--- src/rtl/spi_slave.sv ---
// spi_slave: oversampled SPI responder with configurable word size, clock phases and bit order
module spi_slave #(
    parameter int WordWidth  = 8,
    parameter int IndexWidth = 3,
    parameter bit SPOL       = 1'b0,
    parameter bit CPOL       = 1'b0,
    parameter bit MOSI_PHA   = 1'b0,
    parameter bit MISO_PHA   = 1'b0,
    parameter bit MSB_FIRST  = 1'b1
) (
    input  logic                  clk,
    input  logic                  reset,
    input  logic [IndexWidth-1:0] nbits_m1,
    input  logic [WordWidth-1:0]  tx_word,
    input  logic                  tx_valid,
    output logic                  tx_accepted,
    output logic                  tx_underrun,
    output logic [WordWidth-1:0]  rx_word,
    output logic                  rx_valid,
    output logic                  busy,
    input  logic                  sclk,
    input  logic                  ssel,
    input  logic                  mosi,
    output logic                  miso,
    output logic                  miso_oe
);
    typedef enum logic {IDLE, ACTIVE} state_t;
    state_t state, state_next;
    logic [2:0] sclk_s;
    logic [1:0] ssel_s, mosi_s;
    logic [WordWidth-1:0] tx_sh, rx_sh, rx_next, tx_load;
    logic [IndexWidth-1:0] tx_cnt, rx_cnt, tx_nb, rx_nb;
    logic ssel_on, lead, lag, sample, shift, start;

    // bring the SPI pins into the clk domain; the third sclk flop feeds edge detection
    always_ff @(posedge clk)
        if (reset) begin
            sclk_s <= {3{CPOL}};
            ssel_s <= {2{~SPOL}};
            mosi_s <= '0;
        end else begin
            sclk_s <= {sclk_s[1:0], sclk};
            ssel_s <= {ssel_s[0], ssel};
            mosi_s <= {mosi_s[0], mosi};
        end

    // state register
    always_ff @(posedge clk)
        state <= reset ? IDLE : state_next;

    // next state, edge qualification and combinational outputs
    always_comb begin
        ssel_on = ssel_s[1] == SPOL;
        state_next = ssel_on ? ACTIVE : IDLE;
        start = state == IDLE && ssel_on;
        lead = state == ACTIVE && ssel_on && sclk_s[2] == CPOL && sclk_s[1] != CPOL;
        lag = state == ACTIVE && ssel_on && sclk_s[2] != CPOL && sclk_s[1] == CPOL;
        sample = MOSI_PHA ? lag : lead;
        shift = MISO_PHA ? lead : lag;
        busy = state == ACTIVE;
        miso_oe = state == ACTIVE;
        tx_load = tx_valid ? tx_word : '0;
        rx_next = MSB_FIRST ? {rx_sh[WordWidth-2:0], mosi_s[1]}
                            : (rx_sh >> 1) | (WordWidth'(mosi_s[1]) << rx_nb);
        miso = MSB_FIRST ? tx_sh[tx_nb] : tx_sh[0];
    end

    // shifters, bit counters and handshake pulses; a tx counter of zero on a shift edge means reload
    always_ff @(posedge clk)
        if (reset) begin
            tx_sh <= '0;
            rx_sh <= '0;
            tx_cnt <= '0;
            rx_cnt <= '0;
            tx_nb <= '0;
            rx_nb <= '0;
            rx_word <= '0;
            rx_valid <= 1'b0;
            tx_accepted <= 1'b0;
            tx_underrun <= 1'b0;
        end else begin
            tx_accepted <= 1'b0;
            tx_underrun <= 1'b0;
            rx_valid <= 1'b0;
            if (state == IDLE) begin
                rx_sh <= '0;
                rx_cnt <= start ? nbits_m1 : '0;
                rx_nb <= start ? nbits_m1 : '0;
                tx_nb <= start ? nbits_m1 : '0;
                tx_cnt <= start && !MISO_PHA ? nbits_m1 : '0;
                tx_sh <= start && !MISO_PHA ? tx_load : '0;
                tx_accepted <= start && !MISO_PHA && tx_valid;
                tx_underrun <= start && !MISO_PHA && !tx_valid;
            end else begin
                if (sample) begin
                    rx_sh <= rx_cnt == '0 ? '0 : rx_next;
                    rx_cnt <= rx_cnt == '0 ? nbits_m1 : rx_cnt - 1'b1;
                    if (rx_cnt == '0) begin
                        rx_word <= rx_next;
                        rx_valid <= 1'b1;
                        rx_nb <= nbits_m1;
                    end
                end
                if (shift) begin
                    tx_sh <= tx_cnt == '0 ? tx_load : (MSB_FIRST ? tx_sh << 1 : tx_sh >> 1);
                    tx_cnt <= tx_cnt == '0 ? nbits_m1 : tx_cnt - 1'b1;
                    if (tx_cnt == '0) begin
                        tx_nb <= nbits_m1;
                        tx_accepted <= tx_valid;
                        tx_underrun <= !tx_valid;
                    end
                end
            end
        end
endmodule

--- config.mk ---
export PLATFORM = sky130hd
export DESIGN_NAME = spi_slave
export DESIGN_NICKNAME = d
export VERILOG_FILES = /design/src/rtl/spi_slave.sv
export SDC_FILE = /design/constraint.sdc
export NUM_CORES = 1
export LEC_CHECK = 0
export CAP_MARGIN = 40
export CORE_ASPECT_RATIO = 0.6
export CORE_UTILIZATION = 32
export CTS_BUF_LIST = sky130_fd_sc_hd__clkbuf_8
export DETAILED_ROUTE_END_ITERATION = 12
export PLACE_DENSITY = 0.59
export SLEW_MARGIN = 20
export SYNTH_ARGS = -nofsm -noshare
export SYNTH_HDL_FRONTEND = slang
export SYNTH_SLANG_ARGS = --single-unit
--- constraint.sdc ---
create_clock -name clk -period 2.1 [get_ports clk]
set_clock_uncertainty 0.2 [all_clocks]
set_input_delay 0.315 -clock clk [delete_from_list [all_inputs] [get_ports clk]]
set_output_delay 0.315 -clock clk [all_outputs]
set_load 0.05 [all_outputs]
======== After elaboration in Yosys (flattened, before gate mapping) ========
Cells that the tools add are included.
storage, ports and cells
  register bits ........................... 43
  bits of input ports ..................... 17
  output and inout port bits .............. 14
  logic and storage cells ................. 65
operators by class
  add/sub/neg operators ................... 2
  magnitude comparators ................... 1
  equality and inequality tests ........... 3
  multiplexer cells ....................... 26
  bitwise operators ....................... 5
  reductions and logical operators ........ 15
operator list
  operator                                                count
  two-way mux 8 bit                                       5
  two-way mux 3 bit                                       10
  two-way mux 1 bit                                       9
  logical AND 1 bit                                       8
  two-way mux 7 bit                                       1
  zero test 3 bit                                         2
  inequality test 2 x 1 -> 1 bit (second input constant)  3
  subtractor 3 x 1 -> 3 bit (second input constant)       2
  NOT 1 bit                                               5
  < comparator 3 x 4 -> 1 bit (second input constant)     1
  binary-select mux 1 bit (select 3 bit)                  1
  AND reduction 3 bit                                     1
  OR reduction 3 bit                                      1
  AND reduction 2 bit                                     1
  OR reduction 2 bit                                      1
  zero test 1 bit                                         1

======== Depth between registers and ports, before layout ========
Gate-level depths: netlist (run 1).
  depth in word-level cells ............... 6
  gate-level depth with buffers ........... 7
  depth with buffers taken out ............ 7

======== Worst setup path after synthesis (run 1) ========
OpenSTA, ideal clock, no wires.
  path type ............................... reg-to-reg
  start point ............................. reg state (netlist: busy)
  end point ............................... reg tx_sh[0]
  arrival time ............................ 1.695 ns
  data required time ...................... 1.843 ns
  slack ................................... 0.148 ns
  stages on the path, launching flop included .. 6
  buffers on the path ..................... 1
  period minus slack after synthesis ...... 1.952 ns
  cell sequence ........................... dfxtp_1 > buf_4 > clkinv_1 > a21oi_1 > and3_4 > a22o_2
on the way
  longest elaborated chain between the ends .. 4
  elaborated cells between the ends (all ways) .. 8
  those cells by class .................... 1 x eq/ne; 2 x mux; 1 x bitwise; 4 x reduce/logical
RTL lines
  what                                                                                         RTL line  text
  start, declared                                                                              28        state_t state, state_next;
  start signal, assigned                                                                       49        state <= reset ? IDLE : state_next;
  logical AND 1 bit / NOT 1 bit (equally long branches)                                        n/a
  logical AND 1 bit, on equally long branches                                                  57, 55
  logical AND 1 bit / two-way mux 8 bit (equally long branches)                                57, 91
  inequality test 2 x 1 -> 1 bit (no source line) / two-way mux 8 bit (equally long branches)  n/a
  end signal, assigned                                                                         91        tx_sh <= start && !MISO_PHA ? tx_load : '0;
  end signal, assigned                                                                         105       tx_sh <= tx_cnt == '0 ? tx_load : (MSB_FIRST ? tx_sh << 1 : tx_sh >> 1);
  end, declared                                                                                31        logic [WordWidth-1:0] tx_sh, rx_sh, rx_next, tx_load;
Parallel ways exist; a longest one is shown, timed or not.
A chain may end at the register's enable or synchronous reset.

======== Worst setup path after layout (run 1) ========
  start point ............................. reg tx_nb[0]
  end point ............................... out miso
on the way
  longest elaborated chain between the ends .. 2
RTL lines
  what                                     RTL line  text
  start, declared                          32        logic [IndexWidth-1:0] tx_cnt, rx_cnt, tx_nb, rx_nb;
  start signal, assigned                   89        tx_nb <= start ? nbits_m1 : '0;
  start signal, assigned                   108       tx_nb <= nbits_m1;
  binary-select mux 1 bit (select 3 bit)   65        miso = MSB_FIRST ? tx_sh[tx_nb] : tx_sh[0];
  two-way mux 1 bit (not written as such)  65
  end, declared                            24        output logic miso,
No other way between the ends. The select of a mux whose other input is x is not followed.

==> metrics.cfg, run 1 <==
[place]
hpwl_um=3220
portBuffers=30
place.gp.congestion=0.859

[cts]
cts_sinks=43
clk_latency_ns=0.29
cts_root_buffer=clkbuf_8
clock_path_buffers=2
h-tree-depth=2
cts_inserted_buffers=5
clk_pin_slew_ns=0.08
tritoncts=done
postCtsSetupBuffers=0

[die]
die_y_um=61.5
initial_core_util=0.336
core_area_um2=5620
io_pins=31
dieArea_um2=6220
fp-row-count=21
die_w_um=101

[critical_path]
arrival_ns=1.58
end_kind=output pin
endpoint=miso
path_max_fanout=3
path_class=flip-flop to output pin
reg2reg_depth=7
r2r-end=tx_sh[6]$_SDFFE_PP0P_
cp-start-kind=flip-flop
critPathLaunch=tx_nb[0]$_SDFFE_PP0P_
critPathRequiredTime_ns=1.58
r2r_slack_ns=0.24
r2r_start=tx_cnt[0]$_SDFFE_PP0P_

[detailed_routing]
drt-total-wl_um=4380
routedWlPerCell_um=13.2
drc=0
vias=1636
dr.pass1.iters=4
first_iter_violations=98
ant_nets=0
avgViaCountPerCell=4.94

[finish]
drive_gt1_frac=0.131
area_growth_pct=28.6
diodes=0
final_nets=271
final_core_util=0.432

[synth]
synth_ff_type=dfxtp_1
syn-mean-instance-area_um2=8.70
postSynth.asyncResetShare=0
synthTopCellsByArea=dfxtp_1 46%, nand2_1 7.8%, a21oi_1 4.8%
syn-num-nets=238
synth_top_cell_by_area=dfxtp_1
synth_area_um2=1890
syn_inst=217
synth_cell_types=42
synth-seq-area-share=0.456
ys_ff_latch=43
synth_edf_count=0
yosysMostFrequentCell=dfxtp_1
yosys-top-cells-count=43 x dfxtp_1, 39 x nand2_1, 18 x a21oi_1, 12 x inv_1, 11 x nor2_1
yosysTopAreaCellShare=0.456
synth_warnings=0

[power_and_ir_drop]
leakage_nw=0.813
power_density_nw_per_um2=687
p_total_w=0.00167
max-vdd-ir-drop_mv=0.291

[grt]
overflow=0
grt_usage=0.155
grt_pass1_vias=1395
grt_pass1_wl_um=7200
grt_max_degree=16
antenna_found_initial=0

[worst_hold_path]
hp-class=flip-flop to flip-flop
holdCritStartpoint=ssel_s[0]$_SDFF_PP1_

[timing]
maxSlewHeadroom=0.667
fmax_mhz=478
hold_violations=0
tns_ns=0
setup_viol=0
fin_crit_sh=0.996
tightest_slew_ns=0.497
rsz0062_at_grt=yes
hold_slack_ns=0.215
period_needed_ns=2.09
slew_viol_final=0

[run]
maxCapViolCount=0

[status]
status=finished clean

==> routing by layer <==
metal | GRT usage | routed length [µm]
met5 | 0 | 0
met4 | 0.0435 | 0
met3 | 0.0431 | 336
met2 | 0.198 | 1660
met1 | 0.244 | 2380
==> flip-flops by register name, summed over array words and instances (netlist names) <==
name	cells
rx_word	8
sclk_s	3
tx_accepted	1
rx_valid	1
busy	1
ssel_s	2
tx_sh	8
tx_nb	3
tx_underrun	1
rx_sh	7
rx_cnt	3
tx_cnt	3
mosi_s	2
==> layout make-up <==
type | count | area [µm²]
clock inverter | 2 | 35.0
sequential | 43 | 865
timing repair buffer | 37 | 378
multi-input combinational | 150 | 920
clock buffer | 6 | 82.6
fill | 580 | 3190
inverter | 13 | 48.8
tap | 80 | 100
==> cells in the final DEF, fill, tap and decap left out, types with 3 or more instances in the layout <==
cell type,count
ha_1,4
nand3_1,7
nand3b_1,7
clkbuf_8,6
inv_1,12
and3_1,3
buf_4,7
dfxtp_1,42
nor2b_1,6
o21ai_0,9
a21oi_1,18
o32ai_1,4
nor3_1,4
a31oi_1,4
clkdlybuf4s50_1,27
a211oi_1,3
a311oi_1,4
nand2_1,39
nor2_1,11
a2111oi_0,3
==> worst min path at each step <==
stage | end | depth (start not counted)
2_1_floorplan | ssel_s[1]$_SDFF_PP1_ | 1
3_3_place_gp | ssel_s[1]$_SDFF_PP1_ | 1
3_5_place_dp | ssel_s[1]$_SDFF_PP1_ | 1
4_1_cts | ssel_s[1]$_SDFF_PP1_ | 1
5_1_grt | ssel_s[1]$_SDFF_PP1_ | 1
6_report | ssel_s[1]$_SDFF_PP1_ | 1
==> metrics by stage <==
step                instance area (µm²)  std cells  worst slack, ns
finish                             2430        331          0.00811
global route                       2430        331          -0.0492
CTS                                2430        331          -0.0150
detailed placement                 2300        323            0.145
global placement                   2300        323            0.176
floorplan                          1890        217            0.148
==> what timing repair did <==
| item | 4_1_cts | 5_1_grt |
|---|---|---|
| setup endpoints to repair | 1 | 1 |
| pin swaps | 0 | 0 |
| resized for setup | 4 | 1 |
| hold buffers | 0 | 0 |
==> logic make-up after synthesis <==
logic type | count (synthesis) | synth area share
simple gates | 88 | 0.232
compound gates | 55 | 0.197
flops | 43 | 0.456
buf+inv | 24 | 0.0590
fa+ha+maj | 4 | 0.0265
mux | 3 | 0.0298
==> power by group <==
group	switching [W]	internal [W]	leakage (nW)
Combinational	0.0000860	0.0000755	0.402
Sequential	0.0000105	0.000829	0.350
Clock	0.000283	0.000385	0.0612
Total	0.000379	0.00129	0.813
==> critical path: stages, from the launching register on <==
cell and delay (ns):
dfxtp_4 0.37, mux4_2 0.48, mux2_4 0.29, buf_8 0.15
No activity file was read; power rests on OpenSTA's default activity.
==> run 2: changes to the inputs <==
--- a/config.mk
+++ b/config.mk
@@ -9,6 +9,7 @@
 export CORE_ASPECT_RATIO = 0.6
 export CORE_UTILIZATION = 32
 export CTS_BUF_LIST = sky130_fd_sc_hd__clkbuf_8
+export CTS_CLUSTER_SIZE = 30
 export DETAILED_ROUTE_END_ITERATION = 12
 export PLACE_DENSITY = 0.59
 export SLEW_MARGIN = 20
==> results of run 2 <==
Final layout, timing and power as in run 1 (identical DEF).
